[config.mk]
export PLATFORM = sky130hd
export DESIGN_NAME = capture_sequencer
export DESIGN_NICKNAME = d
export VERILOG_FILES = /design/src/rtl/capture_sequencer.sv
export SDC_FILE = /design/constraint.sdc
export NUM_CORES = 1
export LEC_CHECK = 0
export CORE_MARGIN = 1
export CORE_UTILIZATION = 55
export DETAILED_ROUTE_END_ITERATION = 10
export PLACE_DENSITY = 0.85
export SLEW_MARGIN = 10
export SYNTH_ARGS = -nofsm -noshare
export SYNTH_HDL_FRONTEND = slang
export SYNTH_SLANG_ARGS = --single-unit
export TNS_END_PERCENT = 100
[constraint.sdc]
create_clock -name clk -period 6.2 [get_ports clk]
set_input_delay 0.93 -clock clk [delete_from_list [all_inputs] [get_ports clk]]
set_output_delay 0.93 -clock clk [all_outputs]
set_load 0.01 [all_outputs]
[src/rtl/capture_sequencer.sv]
// Photon-counting capture sequencer: integrates photon strobes per DMD pattern window, stores counts, then streams them out.
// Optional build macro COUNT_SATURATE_EN: counts hold at full scale instead of wrapping.
module capture_sequencer #(
  parameter int unsigned NUM_PATTERNS = 1024,
  parameter int unsigned ADDR_W       = 10,
  parameter int unsigned DATA_W       = 16
) (
  input  logic              clk,
  input  logic              RD,
  input  logic              start,
  input  logic              dmd_sig,
  input  logic              photon_pulse,
  output logic              mem_we,
  output logic [ADDR_W-1:0] mem_addr,
  output logic [DATA_W-1:0] mem_wdata,
  input  logic [DATA_W-1:0] mem_rdata,
  output logic [DATA_W-1:0] tx_data,
  output logic              tx_valid,
  input  logic              tx_ready,
  output logic              busy,
  output logic              done,
  output logic              overflow
);

  localparam logic [ADDR_W-1:0] LAST_IDX  = ADDR_W'(NUM_PATTERNS - 1);
  localparam logic [DATA_W-1:0] COUNT_MAX = {DATA_W{1'b1}};

  typedef enum logic [2:0] {
    IDLE, WAIT_DMD, INTEGRATE, WRITE, READ_REQ, READ_WAIT, SEND
  } state_t;

  state_t            state_q, state_d;
  logic [ADDR_W-1:0] index_q, index_d;
  logic [DATA_W-1:0] count_q, count_d;
  logic              dmd_q;
  logic              mem_we_d, tx_valid_d, busy_d, done_d, overflow_d;
  logic [DATA_W-1:0] mem_wdata_d, tx_data_d;
  logic              dmd_rise, dmd_fall;

  assign dmd_rise = dmd_sig & ~dmd_q;
  assign dmd_fall = ~dmd_sig & dmd_q;
  assign mem_addr = index_q;

  // State and all registered outputs
  always_ff @(posedge clk or posedge RD) begin
    if (RD) begin
      state_q   <= IDLE;
      index_q   <= '0;
      count_q   <= '0;
      dmd_q     <= 1'b0;
      mem_we    <= 1'b0;
      mem_wdata <= '0;
      tx_data   <= '0;
      tx_valid  <= 1'b0;
      busy      <= 1'b0;
      done      <= 1'b0;
      overflow  <= 1'b0;
    end else begin
      state_q   <= state_d;
      index_q   <= index_d;
      count_q   <= count_d;
      dmd_q     <= dmd_sig;
      mem_we    <= mem_we_d;
      mem_wdata <= mem_wdata_d;
      tx_data   <= tx_data_d;
      tx_valid  <= tx_valid_d;
      busy      <= busy_d;
      done      <= done_d;
      overflow  <= overflow_d;
    end
  end

  // Next state and next output values
  always_comb begin
    state_d    = state_q;
    index_d    = index_q;
    count_d    = count_q;
    tx_data_d  = tx_data;
    overflow_d = overflow;
    done_d     = 1'b0;

    unique case (state_q)
      IDLE: begin
        if (start) begin
          state_d    = WAIT_DMD;
          index_d    = '0;
          count_d    = '0;
          overflow_d = 1'b0;
        end
      end
      WAIT_DMD: begin
        if (dmd_rise) begin
          state_d = INTEGRATE;
          count_d = DATA_W'(photon_pulse);
        end
      end
      INTEGRATE: begin
        // The falling-edge cycle has dmd_sig low, so its photon is never counted
        if (dmd_fall) begin
          state_d = WRITE;
        end else if (dmd_sig && photon_pulse) begin
          if (count_q == COUNT_MAX) begin
            overflow_d = 1'b1;
`ifdef COUNT_SATURATE_EN
            count_d    = COUNT_MAX;
`else
            count_d    = '0;
`endif
          end else begin
            count_d = count_q + DATA_W'(1);
          end
        end
      end
      WRITE: begin
        if (index_q == LAST_IDX) begin
          state_d = READ_REQ;
          index_d = '0;
        end else begin
          state_d = WAIT_DMD;
          index_d = index_q + ADDR_W'(1);
        end
      end
      READ_REQ: begin
        state_d = READ_WAIT;
      end
      READ_WAIT: begin
        tx_data_d = mem_rdata;
        state_d   = SEND;
      end
      SEND: begin
        if (tx_ready) begin
          if (index_q == LAST_IDX) begin
            state_d = IDLE;
            index_d = '0;
            done_d  = 1'b1;
          end else begin
            state_d = READ_REQ;
            index_d = index_q + ADDR_W'(1);
          end
        end
      end
      default: begin
        state_d = IDLE;
        index_d = '0;
        count_d = '0;
      end
    endcase

    // Outputs follow the state being entered so they are valid for its whole duration
    mem_we_d    = (state_d == WRITE);
    mem_wdata_d = (state_d == WRITE) ? count_d : '0;
    tx_valid_d  = (state_d == SEND);
    busy_d      = (state_d != IDLE);
  end

endmodule

### Word level (Yosys, flattened, before mapping)

Index checks and enable logic that the tools add are counted.

* output and inout bits: 47
* register bits after elaboration: 67

* multiplexer cells: 26
* bitwise gates (word level): 5
* $add $sub $neg: 2
* reduce and logical (&&, ||, !) cells: 8
* equality and inequality tests: 15

Operator list (count)
* 2-to-1 mux 16 bit: 6
* case mux 16 bit (4 select lines): 1
* case mux 10 bit (4 select lines): 1
* 2-to-1 mux 10 bit: 3
* case mux 3 bit (7 select lines): 1
* 2-to-1 mux 3 bit: 6
* adder 16 x 1 -> 16 bit (second input constant): 1
* == test 16 bit (second input constant): 1
* == test 3 bit (second input constant): 4
* adder 10 x 1 -> 10 bit (second input constant): 1
* == test 10 bit (second input constant): 1
* != test 2 bit (second input constant): 5
* == test 3 x 2 -> 1 bit (second input constant): 3
* OR reduction 4 bit: 2
* 2-to-1 mux 1 bit: 7
* AND reduction 5 bit: 1
* == test 3 x 1 -> 1 bit (second input constant): 1
* logical NOT 3 bit: 1
* NOT 1 bit: 3
* AND reduction 3 bit: 1
* nonzero test 3 bit: 1
* bitwise AND 1 bit: 2
* case mux 1 bit (2 select lines): 1
* nonzero test 2 bit: 1
* logical AND 1 bit: 1

### Depth between registers and ports, before layout

Gate-level depths: netlist of run 1.

* depth in word-level cells: 6
* depth in mapped cells: 7

### Worst setup path after synthesis of run 1

No wires, ideal clock.

* path kind: input -> register
* from: in dmd_sig
* to: reg count_q[0]
* required time: 6.072 ns
* data arrival time: 1.887 ns
* cell stages on the path: 5
* library setup time: 0.128 ns
* path buffers: 0
* setup slack: 4.185 ns
* path through: or4b_4 a21boi_4 o22ai_2 a32oi_2 o21ai_1

* longest elaborated chain between the ends: 4

Ends and longest elaborated chain
* start, declared: RTL line 11 `input logic dmd_sig,`
* logical AND 1 bit or NOT 1 bit (tied branches): RTL line 101, 41
* 2-to-1 mux 16 bit or bitwise AND 1 bit (tied branches): RTL line 101, 41
* 2-to-1 mux 16 bit: RTL line 99 `if (dmd_fall) begin`
* case mux 16 bit (4 select lines) (*): RTL line 82 `unique case (state_q)`
* via count_d[0]: RTL line 34 `logic [DATA_W-1:0] count_q, count_d;`
* end signal, assigned: RTL line 61 `count_q <= count_d;`
* end, declared: RTL line 34

The timed path passes the listed nets; every way through them passes the cells marked *.
A chain may end at the register's enable or synchronous reset.

### Final worst setup path of run 1

* from: in tx_ready
* to: reg index_q[9], in the netlist mem_addr[9]

* longest elaborated chain between the ends: 2

Ends and longest elaborated chain
* start, declared: RTL line 19 `input logic tx_ready,`
* != test 2 bit (no line)
* AND reduction 3 bit (no line)
* end signal, assigned: RTL line 60 `index_q <= index_d;`
* end, declared: RTL line 33 `logic [ADDR_W-1:0] index_q, index_d;`

Every way passes these cells.

==> results of run 1 <==
path summary, 6_finish.rpt:
path	startpoint	to	cells past startpoint
worst max register to register	state_q[2]	mem_addr[9]	5
worst min register to register	tx_data[14]	tx_data[14]	1
max in group asynchronous	RD	tx_data[6]	3
worst min-delay path	tx_data[14]	tx_data[14]	1
min in group asynchronous	RD	tx_data[13]	3
worst max-delay path	tx_ready	mem_addr[9]	6
power by group through the flow:
stage	combinational, mW	clock, mW	sequential (mW)
final	0.440	0.336	0.582
after global routing	0.476	0.368	0.592
after CTS	0.443	0.345	0.582
after detailed placement	0.440	0	0.590
after global placement	0.428	0	0.583
after floorplan	0.263	0	0.588
Yosys cell counts (3+ instances only):
| master | instances | area (um^2) |
|---|---|---|
| a21oi_1 | 15 | 75.1 |
| a21oi_2 | 3 | 26.3 |
| a31oi_1 | 12 | 75.1 |
| and2_1 | 8 | 50.1 |
| and3_1 | 3 | 18.8 |
| and4_1 | 3 | 26.3 |
| buf_2 | 3 | 15.0 |
| buf_6 | 3 | 33.8 |
| dfrtp_1 | 67 | 1680 |
| inv_1 | 6 | 22.5 |
| mux2_1 | 7 | 78.8 |
| mux2_2 | 10 | 113 |
| nand2_1 | 30 | 113 |
| nand2_2 | 3 | 18.8 |
| nand2b_1 | 5 | 31.3 |
| nand3_1 | 15 | 75.1 |
| nand4_1 | 6 | 37.5 |
| nor2_1 | 22 | 82.6 |
| nor2b_1 | 3 | 18.8 |
| nor3_1 | 4 | 20.0 |
| o21a_1 | 3 | 22.5 |
| o21ai_0 | 9 | 45.0 |
| o21ai_1 | 10 | 50.1 |
| o31ai_1 | 6 | 45.0 |
| xnor2_1 | 6 | 52.6 |
| xor2_1 | 3 | 26.3 |
state kept, by name (all words and copies together) (netlist names), 3 cells and up:
| signal | flops |
|---|---|
| state_q | 3 |
| count_q | 16 |
| mem_wdata | 16 |
| mem_addr | 10 |
| tx_data | 16 |
worst max-delay path: stages:
cell	delay (ps)
clkdlybuf4s50_1	460
a21o_2	230
a21oi_1	790
nor4_1	190
xnor2_1	190
nor2_1	50
cell families after synthesis:
group           after synthesis  share of synthesized area (%)
simple gates                119                           21.3
fa+ha+maj                     2                          0.778
mux                          17                           5.95
xor+xnor                      9                           2.45
flops                        67                           52.1
buf+inv                      16                           2.92
compound gates               70                           14.5
metrics by stage:
| stage | util, % | power (mW) | instance area, um^2 | hold slack [ps] | setup slack [ps] |
|---|---|---|---|---|---|
| 6_report | 73.8 | 1.36 | 4110 | 490 | 3570 |
| 3_5_place_dp | 70.5 | 1.03 | 3930 | 481 | 3210 |
| 4_1_cts | 73.8 | 1.37 | 4110 | 494 | 3600 |
| 5_1_grt | 73.8 | 1.44 | 4110 | 512 | 3450 |
| 3_3_place_gp | 70.5 | 1.01 | 3930 | 474 | 3330 |
| 2_1_floorplan | - | 0.851 | 3220 | 454 | 3590 |
layer usage:
| layer | up-vias | share of wire [%] | track usage [%] | routed length (um) |
|---|---|---|---|---|
| li1 | 1218 | - | - | - |
| met1 | 1209 | 45 | 32.4 | 2970 |
| met2 | 82 | 49 | 36.1 | 3290 |
| met3 | 9 | 4.8 | 5.58 | 323 |
| met4 | 0 | 1.3 | 9.44 | 89 |
| met5 | - | 0 | 0 | 0 |
cell type report:
type	instances	area (um^2)	area share [%]
clock buffers	13	179	4.35
flip-flops and latches	67	1680	40.8
inverters	7	26.3	0.639
repair buffers	69	688	16.7
well taps	72	90.1	2.19
multi-input cells	217	1450	35.2
clock inverters	1	7.51	0.182
==> results by group, run 1 <==
Outcome
  • Outcome: completed

Worst setup path
  • Largest fanout on the critical path: 13
  • Critical Path Source Type: primary input
  • Crit Path Category: in2reg
  • Req. time, crit path: 6420 ps
  • Crit. End Element: flop
  • Critical path data arrival time: 2840 ps
  • Flop-to-flop setup slack: 3930 ps

Yosys
  • Post-synth cell types: 54
  • Flops & latches, synth: 67
  • Post-Syn Nets: 324
  • Asr flop ratio synth: 100%
  • Mapped Cells: 300
  • Number of synthesized flops with an enable pin: 0
  • Prevailing post-synth register cell: dfrtp_1
  • Post-Syn Area: 0.00322 mm^2
  • Seq/Total Area, Yosys: 52.1%
  • Average cell area after synthesis: 10.7 um^2
  • Yosys warning total: 0

Floorplan
  • Initial Util: 57.7%
  • # IOs: 69
  • Die area: 0.00616 mm^2
  • Row count: 27
  • Core ar.: 0.00557 mm^2
  • Die extent in y: 78.5 um
  • Die X: 78.5 um

Clock network
  • CTS root buf: clkbuf_8
  • Bufs on Longest Clock Path: 2
  • Clk sinks: 67
  • Reg clk slew, reported paths: 60 ps
  • Setup repair bufs after CTS: 0
  • Post-CTS Hold Buffers: 0
  • Clk_lat worst skew: 340 ps
  • CTS Buf Count: 9
  • # resized after CTS: 0
  • CTS H-tree lvls: 3
  • CTS tree: yes

Drt
  • Routed Antenna Nets: 0
  • Drt pass-1 iters: 4
  • DRT Wirelength: 6670 um
  • Avg WL per Cell: 15.0 um
  • Average via count per standard cell: 5.65
  • Number of remaining DRC errors: 0
  • Vias: 2518
  • Iter 0 DRT Violations: 219

Timing
  • Setup TNS: 0 ps
  • Pins Over Slew Limit: 0
  • Fin crit share: 42.4%
  • Slew margin rel.: 33.0%
  • Fmax: 381 MHz
  • Final number of setup-violating endpoints: 0
  • RSZ-0062 raised after global routing: false
  • Final hold vios: 0
  • Transition time of the tightest slew-check pin: 1010 ps
  • Min Tclk post-route: 2630 ps
  • Final Skew: 6.31 ps

Finish
  • Antenna diode instance count: 0
  • # fillers: 399
  • Fin nets: 395
  • Final Non-Filler Cells: 446
  • Synthesis-to-finish area growth: 27.9%
  • Commonest non-fill, non-tap cell in the layout: clkdlybuf4s50_1
  • Share of cells above drive strength 1: 14.4%
  • Most frequent cells in the layout: clkdlybuf4s50_1 (68), dfrtp_1 (67), nand2_1 (30)

Power and ir drop
  • Int Pwr: 921 uW
  • P_leak: 1.70 nW
  • Pwr dens: 330 mW/mm^2
  • Clock Power Share: 24.8%
  • Power share of the combinational group: 32.4%
  • Sw Ratio: 32.2%
  • P_sw: 438 uW
  • Worst VDD drop: 278 uV
  • Reg power frac: 42.9%

Placement
  • Number of placed cells counting well taps: 432
  • IO Port Bufs: 68
  • Post-DP HPWL: 4680 um
  • Gpl congestion: 0.915

Global routing
  • Gr usage total: 23.6%
  • Initial antenna violation count: 0
  • Largest net degree at the start of global routing: 68
  • GRT overflow: 0
  • Global-route wire length before repair: 11100 um
  • Vias in the first global route: 2355

Worst hold path
  • Worst hold path type: reg2reg

Flow run
  • Maxcap violations: 0
(Power assumes the default switching activity.)
==> inputs of run 2 (changes only) <==
Settings changed: CORE_UTILIZATION 55 to 51, PLACE_DENSITY 0.85 to 0.8.
Clock period 6.2 ns to 2.6 ns, I/O delays scaled along.
==> run 2 against run 1 <==
  * Global-route usage is 1.1 points lower
  * Routed wire length up 3.9%
  * Sequential share of layout area down 0.49 points
  * Power grew 150%
  * Via count grew 0.28%
  * Hold slack lost 54 ps
  * Clock power increased to 2.7 times the previous value
  * Register-to-register slack worse by 3600 ps
  * First-iteration DRC count is 51% lower
  * Combinational power rose by 140%
  * Setup slack worse by 3200 ps
  * Core utilization is 4.3 points lower
  * Critical path type is now reg2reg
  * Highest routed layer unchanged
==> results by group, run 2 (synthesis gave the netlist of run 1 again) <==
Outcome
  • Outcome: completed

Global routing
  • Gr usage total: 22.4%
  • Initial antenna violation count: 0
  • Vias in the first global route: 2328
  • Largest net degree at the start of global routing: 68
  • GRT overflow: 0
  • Global-route wire length before repair: 11100 um

Floorplan
  • Die extent in y: 81.4 um
  • Initial Util: 53.7%
  • # IOs: 69
  • Row count: 28
  • Die area: 0.00663 mm^2
  • Die X: 81.4 um
  • Core ar.: 0.00599 mm^2

Timing
  • RSZ-0062 raised after global routing: false
  • Fmax: 440 MHz
  • Final Skew: 7.61 ps
  • Fin crit share: 87.4%
  • Setup TNS: 0 ps
  • Transition time of the tightest slew-check pin: 1020 ps
  • Slew margin rel.: 32.3%
  • Final number of setup-violating endpoints: 0
  • Final hold vios: 0
  • Pins Over Slew Limit: 0
  • Min Tclk post-route: 2270 ps

Clock network
  • Clk_lat worst skew: 340 ps
  • Bufs on Longest Clock Path: 2
  • Post-CTS Hold Buffers: 0
  • CTS root buf: clkbuf_8
  • CTS tree: yes
  • Clk sinks: 67
  • Reg clk slew, reported paths: 70 ps
  • CTS Buf Count: 9
  • # resized after CTS: 0
  • Setup repair bufs after CTS: 0
  • CTS H-tree lvls: 3

Drt
  • Iter 0 DRT Violations: 107
  • Routed Antenna Nets: 0
  • Avg WL per Cell: 15.3 um
  • Number of remaining DRC errors: 0
  • Vias: 2525
  • Drt pass-1 iters: 6
  • DRT Wirelength: 6930 um
  • Average via count per standard cell: 5.59

Placement
  • Number of placed cells counting well taps: 436
  • Post-DP HPWL: 4770 um
  • Placed instance area: 0.00395 mm^2
  • IO Port Bufs: 68
  • Gpl congestion: 0.867

Finish
  • # fillers: 461
  • Synthesis-to-finish area growth: 29.4%
  • Final Cell Area: 0.00416 mm^2
  • Share of cells above drive strength 1: 15.1%
  • Antenna diode instance count: 0
  • Commonest non-fill, non-tap cell in the layout: clkdlybuf4s50_1
  • Multi-input logic area: 0.00145 mm^2
  • Fin nets: 396
  • Sequential cell area: 0.00168 mm^2
  • Most frequent cells in the layout: clkdlybuf4s50_1 (68), dfrtp_1 (67), nand2_1 (30)
  • Final Non-Filler Cells: 452
  • Largest regs: count_q (16), mem_wdata (16), tx_data (16)

Worst hold path
  • Worst hold path type: in2async

Worst setup path
  • Critical path data arrival time: 2500 ps
  • Critical Path Source Type: flop
  • Largest fanout on the critical path: 14
  • Start point of the critical path: state_q[2]
  • Worst R2R Start: state_q[2]
  • Req. time, crit path: 2820 ps
  • Crit. End Element: flop
  • Crit Path Category: reg2reg

Power and ir drop
  • Pwr dens: 803 mW/mm^2
  • P_leak: 1.72 nW
  • Worst VDD drop: 694 uV

Flow run
  • Maxcap violations: 0
## run 2: where the power goes
group	leakage (nW)	total (mW)	switching, mW	internal, mW
Combinational	0.725	1.05	0.508	0.543
Sequential	0.890	1.39	0.172	1.21
Clock	0.108	0.904	0.386	0.518
Total	1.72	3.34	1.07	2.28
## run 2: area by class of cell
class	instances	share of cell area (%)
Clock buffer	12	3.97
Clock inverter	4	1.14
Inverter	7	0.631
Multi-Input combinational cell	217	34.7
Sequential cell	67	40.3
Tap cell	75	2.25
Timing Repair Buffer	70	17.0
## run 2: per-layer routing
layer  global-route usage (%)  vias to the layer above  wire, um  share of wire (%)
met1                     31.4                     1203      3050                 44
li1                         -                     1225         -                  -
met2                     33.6                       81      3360                 48
met4                     12.0                        0       146                2.1
met5                        0                        -         0                  0
met3                     3.44                       16       377                5.4
## run 2: per-stage QoR
stage | hold slack [ps] | utilization, % | setup slack, ps | power [mW]
final | 436 | 69.5 | 327 | 3.34
after global routing | 468 | 69.5 | 115 | 3.53
after CTS | 450 | 69.5 | 324 | 3.37
after detailed placement | 483 | 66.0 | 166 | 2.46
after global placement | 475 | 66.0 | 265 | 2.42
after floorplan | 421 | - | 527 | 2.03
## run 2: path summary, 6_finish.rpt
path | slack (ps) | end | depth (start not counted)
setup / recovery | 330 | mem_addr[9] | 5
hold / removal | 440 | mem_wdata[7] | 3
setup reg to reg | 330 | mem_addr[9] | 5
hold reg to reg | 500 | tx_data[0] | 1
max in group asynchronous | 1880 | mem_wdata[13] | 3
min in group clk | 500 | tx_data[0] | 1
## run 2: worst max-delay path, cell delays in order, from the launching register on
cell	delay, ps
dfrtp_1	620
a21o_2	290
a21oi_1	800
nor4_1	190
xnor2_1	210
nor2_1	50
==> inputs of run 3 (changes only) <==
Settings changed: HOLD_SLACK_MARGIN set to 0.12.
==> results of run 3 <==
Final layout, timing and power as in run 2 (identical DEF).
